File: src/rtl/alu_pkg.sv
// Shared mode codes and FSM encoding for the sequential ALU.
package alu_pkg;

   localparam logic [3:0] ALU_PASSB = 4'd0;
   localparam logic [3:0] ALU_AND   = 4'd1;
   localparam logic [3:0] ALU_OR    = 4'd2;
   localparam logic [3:0] ALU_XOR   = 4'd3;
   localparam logic [3:0] ALU_ADD   = 4'd4;
   localparam logic [3:0] ALU_ADC   = 4'd5;
   localparam logic [3:0] ALU_CMP   = 4'd6;
   localparam logic [3:0] ALU_SUB   = 4'd7;
   localparam logic [3:0] ALU_SBB   = 4'd8;
   localparam logic [3:0] ALU_NOT   = 4'd9;
   localparam logic [3:0] ALU_SHL   = 4'd10;
   localparam logic [3:0] ALU_SHR   = 4'd11;
   localparam logic [3:0] ALU_SRA   = 4'd12;
   localparam logic [3:0] ALU_PASSA = 4'd13;
   localparam logic [3:0] ALU_MUL   = 4'd14;
   localparam logic [3:0] ALU_DIVU  = 4'd15;

   typedef enum logic [1:0] {
      ST_IDLE = 2'd0,
      ST_BUSY = 2'd1,
      ST_DONE = 2'd2
   } state_t;

endpackage

File: src/rtl/seq_alu_muldiv.sv
// Iterative unsigned multiply (shift-add) and divide (restoring), one bit per cycle.
module seq_alu_muldiv #(
   parameter int unsigned WIDTH = 8
) (
   input  logic             clk,
   input  logic             rst_n,
   input  logic             i_start,
   input  logic             i_op_div,
   input  logic [WIDTH-1:0] i_a,
   input  logic [WIDTH-1:0] i_b,
   output logic             o_done_c,
   output logic [WIDTH-1:0] o_lo_c,
   output logic [WIDTH-1:0] o_hi_c,
   output logic             o_div0
);

   localparam int unsigned CNT_W = (WIDTH > 1) ? $clog2(WIDTH) : 1;

   logic             r_busy;
   logic             r_op_div;
   logic             r_div0;
   logic [CNT_W-1:0] r_cnt;
   logic [WIDTH-1:0] r_hi;
   logic [WIDTH-1:0] r_lo;
   logic [WIDTH-1:0] r_m;
   logic [WIDTH-1:0] r_a;

   logic [WIDTH:0]   w_sum;
   logic [WIDTH:0]   w_t;
   logic             w_ge;
   logic [WIDTH-1:0] w_d;
   logic [WIDTH-1:0] w_hi_next;
   logic [WIDTH-1:0] w_lo_next;

   // One iteration step: {hi,lo} is the product/partial-remainder:quotient pair.
   always_comb begin
      w_sum     = {1'b0, r_hi} + (r_lo[0] ? {1'b0, r_m} : '0);
      w_t       = {r_hi, r_lo[WIDTH-1]};
      w_ge      = (w_t >= {1'b0, r_m});
      w_d       = w_ge ? WIDTH'(w_t - {1'b0, r_m}) : w_t[WIDTH-1:0];
      w_hi_next = w_sum[WIDTH:1];
      w_lo_next = {w_sum[0], r_lo[WIDTH-1:1]};
      if (r_op_div) begin
         w_hi_next = w_d;
         w_lo_next = {r_lo[WIDTH-2:0], w_ge};
      end
   end

   // Load operands on start, then step until the counter expires.
   always_ff @(posedge clk or negedge rst_n) begin
      if (!rst_n) begin
         r_busy   <= 1'b0;
         r_op_div <= 1'b0;
         r_div0   <= 1'b0;
         r_cnt    <= '0;
         r_hi     <= '0;
         r_lo     <= '0;
         r_m      <= '0;
         r_a      <= '0;
      end else if (i_start) begin
         r_busy   <= 1'b1;
         r_op_div <= i_op_div;
         r_div0   <= i_op_div && (i_b == '0);
         r_cnt    <= CNT_W'(WIDTH - 1);
         r_hi     <= '0;
         r_lo     <= i_op_div ? i_a : i_b;
         r_m      <= i_op_div ? i_b : i_a;
         r_a      <= i_a;
      end else if (r_busy) begin
         r_hi <= w_hi_next;
         r_lo <= w_lo_next;
         if (r_cnt == '0) r_busy <= 1'b0;
         else             r_cnt  <= r_cnt - CNT_W'(1);
      end
   end

   // Final-step result is presented combinationally so the top can register it.
   assign o_done_c = r_busy && (r_cnt == '0);
   assign o_lo_c   = r_div0 ? '1  : w_lo_next;
   assign o_hi_c   = r_div0 ? r_a : w_hi_next;
   assign o_div0   = r_div0;

endmodule

File: src/rtl/seq_alu.sv
// Registered ALU with valid/ready handshake; 1-cycle ops plus iterative MUL/DIVU.
module seq_alu
   import alu_pkg::*;
#(
   parameter int unsigned WIDTH   = 8,
   parameter int unsigned SHAMT_W = $clog2(WIDTH)
) (
   input  logic             clk,
   input  logic             rst_n,
   input  logic             in_valid,
   output logic             in_ready,
   input  logic [3:0]       mode,
   input  logic [WIDTH-1:0] data_a,
   input  logic [WIDTH-1:0] data_b,
   input  logic             cin,
   output logic             out_valid,
   input  logic             out_ready,
   output logic [WIDTH-1:0] out,
   output logic [WIDTH-1:0] out_hi,
   output logic             cout,
   output logic             zout,
   output logic             nout,
   output logic             vout
);

   state_t           r_state;
   logic [WIDTH-1:0] r_out;
   logic [WIDTH-1:0] r_hi;
   logic             r_c, r_z, r_n, r_v;
   logic [3:0]       r_mode;
   logic             r_cin;

   logic             w_accept;
   logic             w_multi;
   logic [WIDTH:0]   w_arith;
   logic [SHAMT_W-1:0] w_shamt;
   logic [WIDTH-1:0] w_res;
   logic             w_c, w_z, w_n, w_v;
   logic             w_is_add, w_is_sub;
   logic             w_done_c;
   logic [WIDTH-1:0] w_lo_c;
   logic [WIDTH-1:0] w_hi_c;
   logic             w_div0;
   logic             w_md_c, w_md_v;

   assign in_ready  = (r_state == ST_IDLE) || ((r_state == ST_DONE) && out_ready);
   assign out_valid = (r_state == ST_DONE);
   assign w_accept  = in_valid && in_ready;
   assign w_multi   = (mode == ALU_MUL) || (mode == ALU_DIVU);

   // Single-cycle result and flags from the live operands.
   always_comb begin
      w_res    = '0;
      w_arith  = '0;
      w_c      = cin;
      w_v      = 1'b0;
      w_shamt  = data_b[SHAMT_W-1:0];
      w_is_add = (mode == ALU_ADD) || (mode == ALU_ADC);
      w_is_sub = (mode == ALU_SUB) || (mode == ALU_SBB);
      case (mode)
         ALU_PASSB: w_res = data_b;
         ALU_AND:   w_res = data_a & data_b;
         ALU_OR:    w_res = data_a | data_b;
         ALU_XOR:   w_res = data_a ^ data_b;
         ALU_ADD:   w_arith = {1'b0, data_a} + {1'b0, data_b};
         ALU_ADC:   w_arith = {1'b0, data_a} + {1'b0, data_b} + (WIDTH+1)'(cin);
         ALU_SUB:   w_arith = {1'b0, data_a} - {1'b0, data_b};
         ALU_SBB:   w_arith = {1'b0, data_a} - {1'b0, data_b} - (WIDTH+1)'(cin);
         ALU_CMP:   w_res = data_a;
         ALU_NOT:   w_res = ~data_a;
         ALU_SHL:   w_res = data_a << w_shamt;
         ALU_SHR:   w_res = data_a >> w_shamt;
         ALU_SRA:   w_res = $unsigned($signed(data_a) >>> w_shamt);
         ALU_PASSA: w_res = data_a;
         default:   w_res = '0;
      endcase
      if (w_is_add || w_is_sub) begin
         w_res = w_arith[WIDTH-1:0];
         w_c   = w_arith[WIDTH];
         w_v   = ((data_a[WIDTH-1] == data_b[WIDTH-1]) == w_is_add) &&
                 (w_res[WIDTH-1] != data_a[WIDTH-1]);
      end
      w_z = (w_res == '0);
      w_n = w_res[WIDTH-1];
      if (mode == ALU_CMP) begin
         w_c = (data_a < data_b);
         w_z = (data_a == data_b);
         w_n = ($signed(data_a) < $signed(data_b));
         w_v = 1'b0;
      end
   end

   seq_alu_muldiv #(.WIDTH(WIDTH)) u_muldiv (
      .clk      (clk),
      .rst_n    (rst_n),
      .i_start  (w_accept && w_multi),
      .i_op_div (mode == ALU_DIVU),
      .i_a      (data_a),
      .i_b      (data_b),
      .o_done_c (w_done_c),
      .o_lo_c   (w_lo_c),
      .o_hi_c   (w_hi_c),
      .o_div0   (w_div0)
   );

   // Flags for the iterative ops, using the mode/carry captured at accept.
   always_comb begin
      w_md_c = (w_hi_c != '0);
      w_md_v = 1'b0;
      if (r_mode == ALU_DIVU) begin
         w_md_c = r_cin;
         w_md_v = w_div0;
      end
   end

   // Handshake FSM with registered result and flags.
   always_ff @(posedge clk or negedge rst_n) begin
      if (!rst_n) begin
         r_state <= ST_IDLE;
         r_out   <= '0;
         r_hi    <= '0;
         r_c     <= 1'b0;
         r_z     <= 1'b0;
         r_n     <= 1'b0;
         r_v     <= 1'b0;
         r_mode  <= '0;
         r_cin   <= 1'b0;
      end else begin
         case (r_state)
            ST_IDLE, ST_DONE: begin
               if (w_accept) begin
                  if (w_multi) begin
                     r_state <= ST_BUSY;
                     r_mode  <= mode;
                     r_cin   <= cin;
                  end else begin
                     r_state <= ST_DONE;
                     r_out   <= w_res;
                     r_hi    <= '0;
                     r_c     <= w_c;
                     r_z     <= w_z;
                     r_n     <= w_n;
                     r_v     <= w_v;
                  end
               end else if ((r_state == ST_DONE) && out_ready) begin
                  r_state <= ST_IDLE;
               end
            end
            ST_BUSY: begin
               if (w_done_c) begin
                  r_state <= ST_DONE;
                  r_out   <= w_lo_c;
                  r_hi    <= w_hi_c;
                  r_c     <= w_md_c;
                  r_z     <= (w_lo_c == '0);
                  r_n     <= w_lo_c[WIDTH-1];
                  r_v     <= w_md_v;
               end
            end
            default: r_state <= ST_IDLE;
         endcase
      end
   end

   assign out    = r_out;
   assign out_hi = r_hi;
   assign cout   = r_c;
   assign zout   = r_z;
   assign nout   = r_n;
   assign vout   = r_v;

endmodule

File: config.mk
export PLATFORM = sky130hd
export DESIGN_NAME = seq_alu
export DESIGN_NICKNAME = d
export VERILOG_FILES = /design/src/rtl/alu_pkg.sv /design/src/rtl/seq_alu_muldiv.sv /design/src/rtl/seq_alu.sv
export SDC_FILE = /design/constraint.sdc
export NUM_CORES = 1
export LEC_CHECK = 0
export ABC_AREA = 1
export BUFFER_PORTS_ARGS = -buffer_cell sky130_fd_sc_hd__buf_2
export CORE_MARGIN = 5
export CORE_UTILIZATION = 40
export CTS_CLUSTER_SIZE = 10
export DETAILED_ROUTE_END_ITERATION = 8
export PLACE_DENSITY = 0.61
export RECOVER_POWER = 50
export SYNTH_ARGS = -nofsm -noshare
export SYNTH_HDL_FRONTEND = slang
export SYNTH_SLANG_ARGS = --single-unit
File: constraint.sdc
create_clock -name clk -period 2.3 [get_ports clk]
set_input_delay 0 -clock clk [delete_from_list [all_inputs] [get_ports clk]]
set_output_delay 0 -clock clk [all_outputs]
set_load 0.02 [all_outputs]
# Yosys cells after proc, flatten, opt, wreduce, memory -nomap -nowiden
# Index checks and enable logic that the tools add are counted.
totals:
  regBits: 65
  input_bits: 25
  output_inout_bits: 22
  wordCells: 145
classes:
  n_addsub: 7
  magnitude_cmp: 3
  n_eq_ne: 27
  shift: 3
  mux: 58
  bitwise: 4
  n_reduce_logical: 26
op_table:
  columns: ["operator", "n"]
  rows:
  - ["two-way mux 8 bit", 19]
  - ["case mux 8 bit (9 select lines)", 1]
  - ["== test 4 bit (second input constant)", 9]
  - ["case mux 9 bit (4 select lines)", 1]
  - ["case mux 8 bit (2 select lines)", 2]
  - ["logical NOT 8 bit", 3]
  - ["two-way mux 1 bit", 23]
  - ["adder 8 x 8 -> 9 bit", 2]
  - ["== test 4 x 3 -> 1 bit (second input constant)", 4]
  - ["< comparator 8 bit", 2]
  - ["adder 9 x 1 -> 9 bit", 1]
  - [">= comparator 9 x 8 -> 1 bit", 1]
  - ["two-way mux 3 bit", 3]
  - ["subtractor 8 x 8 -> 9 bit", 1]
  - ["subtractor 9 x 1 -> 9 bit", 1]
  - ["bitwise AND 8 bit", 1]
  - ["== test 4 x 2 -> 1 bit (second input constant)", 2]
  - ["== test 8 bit", 1]
  - ["two-way mux 2 bit", 4]
  - ["inverter 8 bit", 1]
  - ["OR 8 bit", 1]
  - ["case mux 1 bit (2 select lines)", 4]
  - ["nonzero test 8 bit", 1]
  - ["<< shifter 8 x 3 -> 8 bit", 1]
  - ["other kinds (24)", 39]

# Depth between registers and ports, before layout
depth:
  depth_word: 10
  mapped_depth: 21
  mapped_depth_nobuf: 19

# Modules after synthesis
# Synthesis repeated with hierarchy kept, for this count alone.
hier_totals:
  cells_unflattened: 1097
  area_unflattened_um2: 6867.8
by_module_without_submodules:
  columns: ["mod", "n_inst", "cells_each", "area_per_inst_um2", "seq_area_each_um2"]
  rows:
  - ["seq_alu", 1, 668, 3948.8, 675.6]
  - ["seq_alu_muldiv", 1, 429, 2919.0, 950.9]

# Worst setup path after synthesis
# OpenSTA, ideal clock, no wires.
synth_path:
  path_kind: "reg-to-reg"
  startpoint: "reg u_muldiv.r_lo[0]"
  endpoint: "reg r_c (netlist: cout)"
  setup_time_ns: 0.077
  arrival_time_ns: 2.273
  required_ns: 2.223
  path_slack_ns: -0.050
  stages_incl_launch_ff: 17
  path_buffers: 1
  synth_period_minus_slack_ns: 2.350
  cell_sequence: "dfrtp_1 clkbuf_1 nand2_1 inv_1 ha_1 fa_1 nand3_1 nand2_1 xnor2_1 or2_2 nand3_1 nand2_1 nand2_1 nor2_1 nand3_1 nand2_1 a21oi_1"
synth_via:
  elab_chain_len: 8
synth_rtl:
  columns: ["item", "line", "source"]
  rows:
  - ["start, declared", "seq_alu_muldiv.sv:24", "logic [WIDTH-1:0] r_lo;"]
  - ["start signal, assigned", "seq_alu_muldiv.sv:66", "r_lo <= i_op_div ? i_a : i_b;"]
  - ["start signal, assigned", "seq_alu_muldiv.sv:71", "r_lo <= w_lo_next;"]
  - ["two-way mux 8 bit", "seq_alu_muldiv.sv:37", "w_sum = {1'b0, r_hi} + (r_lo[0] ? {1'b0, r_m} : '0);"]
  - ["adder 8 x 8 -> 9 bit", "seq_alu_muldiv.sv:37", null]
  - ["two-way mux 8 bit", "seq_alu_muldiv.sv:43", "if (r_op_div) begin"]
  - ["two-way mux 8 bit", "seq_alu_muldiv.sv:80", "assign o_hi_c = r_div0 ? r_a : w_hi_next;"]
  - ["nonzero test 8 bit", "seq_alu.sv:108", "w_md_c = (w_hi_c != '0);"]
  - ["two-way mux 1 bit", "seq_alu.sv:110", "if (r_mode == ALU_DIVU) begin"]
  - ["two-way mux 1 bit", "seq_alu.sv:150", "if (w_done_c) begin"]
  - ["case mux 1 bit (2 select lines)", "seq_alu.sv:129", "case (r_state)"]
  - ["end signal, assigned", "seq_alu.sv:140", "r_c <= w_c;"]
  - ["end signal, assigned", "seq_alu.sv:154", "r_c <= w_md_c;"]
  - ["end, declared", "seq_alu.sv:29", "logic r_c, r_z, r_n, r_v;"]
# No other way between the ends. The select of a mux whose other input is x is not followed.
# A chain may end at the register's enable or synchronous reset.

# Worst setup path after layout
layout_path:
  startpoint: "reg u_muldiv.r_hi[0]"
  endpoint: "reg r_c (netlist: cout)"
layout_via:
  elab_chain_len: 8
  elab_cells_between_ends: 10
  classes_between: "2 x add/sub; 1 x order compare; 6 x mux; 1 x reduce/logical"
layout_rtl:
  columns: ["item", "line", "source"]
  rows:
  - ["start, declared", "seq_alu_muldiv.sv:23", "logic [WIDTH-1:0] r_hi;"]
  - ["start signal, assigned", "seq_alu_muldiv.sv:70", "r_hi <= w_hi_next;"]
  - ["subtractor 8 bit / >= comparator 9 x 8 -> 1 bit (equally long branches)", "seq_alu_muldiv.sv:40, seq_alu_muldiv.sv:39", null]
  - ["two-way mux 8 bit", "seq_alu_muldiv.sv:40", "w_d = w_ge ? WIDTH'(w_t - {1'b0, r_m}) : w_t[WIDTH-1:0];"]
  - ["two-way mux 8 bit *", "seq_alu_muldiv.sv:43", null]
  - ["two-way mux 8 bit *", "seq_alu_muldiv.sv:80", null]
  - ["nonzero test 8 bit *", "seq_alu.sv:108", null]
  - ["two-way mux 1 bit *", "seq_alu.sv:110", null]
  - ["two-way mux 1 bit *", "seq_alu.sv:150", null]
  - ["case mux 1 bit (2 select lines) *", "seq_alu.sv:129", null]
# Mark *: on every way between the ends. The rest lies on a longest branch, timed or not. The select of a mux whose other input is x is not followed.

==> results.sh <==
export IMPL_max_freq_ghz=0.438
export IMPL_die_x_um=139
export IMPL_viasPerCell=5.42
export IMPL_gp_congestion=1.01
export IMPL_whs_ns=0.0383
export IMPL_antenna_found_initial=0
export IMPL_cts_root_buf="clkbuf_16"
export IMPL_critical_path_class="reg -> reg"
export IMPL_synthesis_nets=1145
export IMPL_start_util=0.406
export IMPL_leakagePower_uw=0.00450
export IMPL_io_pins=47
export IMPL_slew_violations=66
export IMPL_htreeDepth=3
export IMPL_wirelength_um=23700
export IMPL_die_area_um2=19400
export IMPL_yosys_top_cells_count="301 x nand2_1, 143 x inv_1, 111 x nand3_1"
export IMPL_rsz0062_at_grt="yes"
export IMPL_synth_seq_cells=65
export IMPL_rows=47
export IMPL_hpwl_um=18600
export IMPL_maxCapViolCount=1
export IMPL_ant_nets=0
export IMPL_fillers=1700
export IMPL_violations="capacitance limit, slew limit"
export IMPL_drive_above_1_share=0.211
export IMPL_globalRouteMet3Util=0.0322
export IMPL_critPathMaxFanout=4
export IMPL_cts_tree="built"
export IMPL_grt_first_pass_wirelength_um=37100
export IMPL_ys_flop_type="dfrtp_1"
export IMPL_fin_ws_ns=0.0147
export IMPL_route_vias_total=7853
export IMPL_area_growth_synth_to_final_pct=28.3
export IMPL_synthCells=1069
export IMPL_crit_path_end_kind="flip-flop"
export IMPL_worst_slew_pin_slew_ns=1.65
export IMPL_skew_ns=0.00537
export IMPL_multi_input_area_um2=4600
export IMPL_num_antenna_cells=0
export IMPL_register_area_um2=1630
export IMPL_async_reset_ff_frac=1.00
export IMPL_first_iter_violations=755
export IMPL_portBuffers=46
export IMPL_use_met1=0.318
export IMPL_grt_pass1_vias=7309
export IMPL_synth_most_common_cell="nand2_1"
export IMPL_overflow=0
export IMPL_path_clk_slew_ns=0.06
export IMPL_drc_errors=0
export IMPL_cp_start_kind="flip-flop"
export IMPL_setup_viol=0
export IMPL_syn_area_um2=6690
export IMPL_worstPathRequired_ns=2.52
export IMPL_yosysWarningCount=0
export IMPL_ys_top_cells_by_area="dfrtp_1 24%, nand2_1 17%, ha_1 8.8%, nand3_1 8.3%, inv_1 8.0%"
export IMPL_fin_crit_sh=0.994
export IMPL_synth_area_leader_cell="dfrtp_1"
export IMPL_clock_sinks=65
export IMPL_dp_worst_setup_slack_ns=-0.208
export IMPL_p_per_area_nw_per_um2=1110
export IMPL_synth_distinct_cells=46
export IMPL_hold_violations=0
export IMPL_cts_buffer_depth=2
export IMPL_yosysTopAreaCellShare=0.243
export IMPL_max_slew_margin_rel=-0.103
export IMPL_status="complete, but fails checks"
export IMPL_avgSynthCellArea_um2=6.26
export IMPL_die_h_um=139
export IMPL_worst_ep_arrival_time_ns=2.50
export IMPL_ir_drop_mv=0.642
export IMPL_drt_pass1_iterations=8
export IMPL_total_power_uw=9550
export IMPL_grt_max_degree=66
export IMPL_numCtsBuffers=9
export IMPL_grtUsageTotal=0.234
export IMPL_layout_min_cycle_time_ns=2.29
export IMPL_clk_latency_ns=0.33
export IMPL_post_drt_wl_per_cell_um=16.4
export IMPL_yosysSeqAreaShare=0.243
export IMPL_hp_class="in -> reg"
export IMPL_grtUsageMet2=0.377
export IMPL_final_nets=1301
export IMPL_synth_edf_count=0
export IMPL_core_area_um2=16500
export IMPL_top_usage_layer="met2"
[report_power, final]
part / total (µW) / switching [µW] / internal, µW
Sequential: 1830 / 276 / 1550
Combinational: 6340 / 3510 / 2830
Clock: 1370 / 544 / 828
Total: 9550 / 4330 / 5210
[registers in the layout, summed over array words and instances (netlist names)]
register / flops
u_muldiv.r_hi: 8
u_muldiv.o_div0: 1
r_mode: 4
out: 8
u_muldiv.r_cnt: 3
u_muldiv.r_op_div: 1
cout: 1
r_cin: 1
u_muldiv.r_a: 8
zout: 1
u_muldiv.r_m: 8
u_muldiv.r_busy: 1
r_state: 2
vout: 1
u_muldiv.r_lo: 8
out_hi: 8
nout: 1
[layer usage]
metal / part of all wire / routed length (µm)
met2: 0.46 / 10900
met4: 0.036 / 854
met1: 0.44 / 10400
met5: 0 / 0
met3: 0.067 / 1580
[cell type report]
cell class	instances	area share
clock buffers	12	0.0310
clock inverters	4	0.00394
inverters	153	0.0672
multi-input cells	822	0.535
flip-flops and latches	65	0.190
well taps	220	0.0321
repair buffers	174	0.141
[what timing repair did]
item                       4_1_cts  5_1_grt
buffers inserted                 2        8
pin swaps                        2       24
hold buffers                     3        0
hold endpoints to repair        67        0
gates resized for setup         11       53
setup endpoints to repair        5       11
[path summary, 6_finish.rpt]
kind	start	to	slack, ns	depth (start not counted)
setup / recovery	u_muldiv.r_hi[0]	cout	0.01	13
hold / removal	data_b[7]	u_muldiv.r_m[7]	0.04	3
setup reg to reg	u_muldiv.r_hi[0]	cout	0.01	13
hold reg to reg	r_mode[1]	r_mode[1]	0.46	2
max in group asynchronous	rst_n	vout	0.59	3
min in group asynchronous	rst_n	u_muldiv.r_m[7]	0.69	3
[through the flow]
step,cell area (µm²),cells,util,setup TNS [ns]
CTS,8330,1442,0.506,0
floorplan,6690,1069,-,0
global route,8580,1450,0.521,-0.181
detailed placement,7930,1421,0.481,-0.435
finish,8580,1450,0.521,0
global placement,7930,1421,0.481,-0.296
[cells in the final DEF, fill, tap and decap left out, types with 3 or more instances in the layout]
cell type,count
clkbuf_16,9
xor2_1,4
a22o_1,7
nand3b_1,5
nand4_1,31
nand2_1,291
nor3_1,5
ha_4,10
nand3_1,99
o211ai_1,7
nor2_2,8
buf_4,120
o21bai_1,4
o21ai_1,11
inv_1,138
ha_1,36
o22ai_1,13
buf_6,3
buf_2,37
o221ai_1,7
dfrtp_1,65
dlygate4sd3_1,3
a21oi_2,4
inv_2,13
a21o_1,3
a21oi_1,54
clkbuf_1,9
nand2_2,17
nand3_2,13
nor2_1,90
clkbuf_8,3
nor2_4,4
o21ai_0,67
[worst max-delay path, stage by stage (launching register included)]
cell and delay (ns):
dfrtp_1 0.48, ha_2 0.24, fa_2 0.39, buf_6 0.14, nand4_1 0.10, nand4_1 0.14, nand3_2 0.11, nand3_2 0.08
nand2_2 0.10, nand2_2 0.05, nor2_2 0.10, nand3_1 0.11, nand2_1 0.08, a21oi_1 0.05
[cell families (layout without fill, tap and decap cells)]
group / count (synthesis) / after routing / share of synthesized area
buf+inv: 182 / 343 / 0.110
flops: 65 / 65 / 0.243
fa+ha+maj: 51 / 51 / 0.0999
compound gates: 192 / 192 / 0.168
xor+xnor: 6 / 6 / 0.00786
simple gates: 572 / 572 / 0.370
mux: 1 / 1 / 0.00150
(Power assumes the default switching activity.)
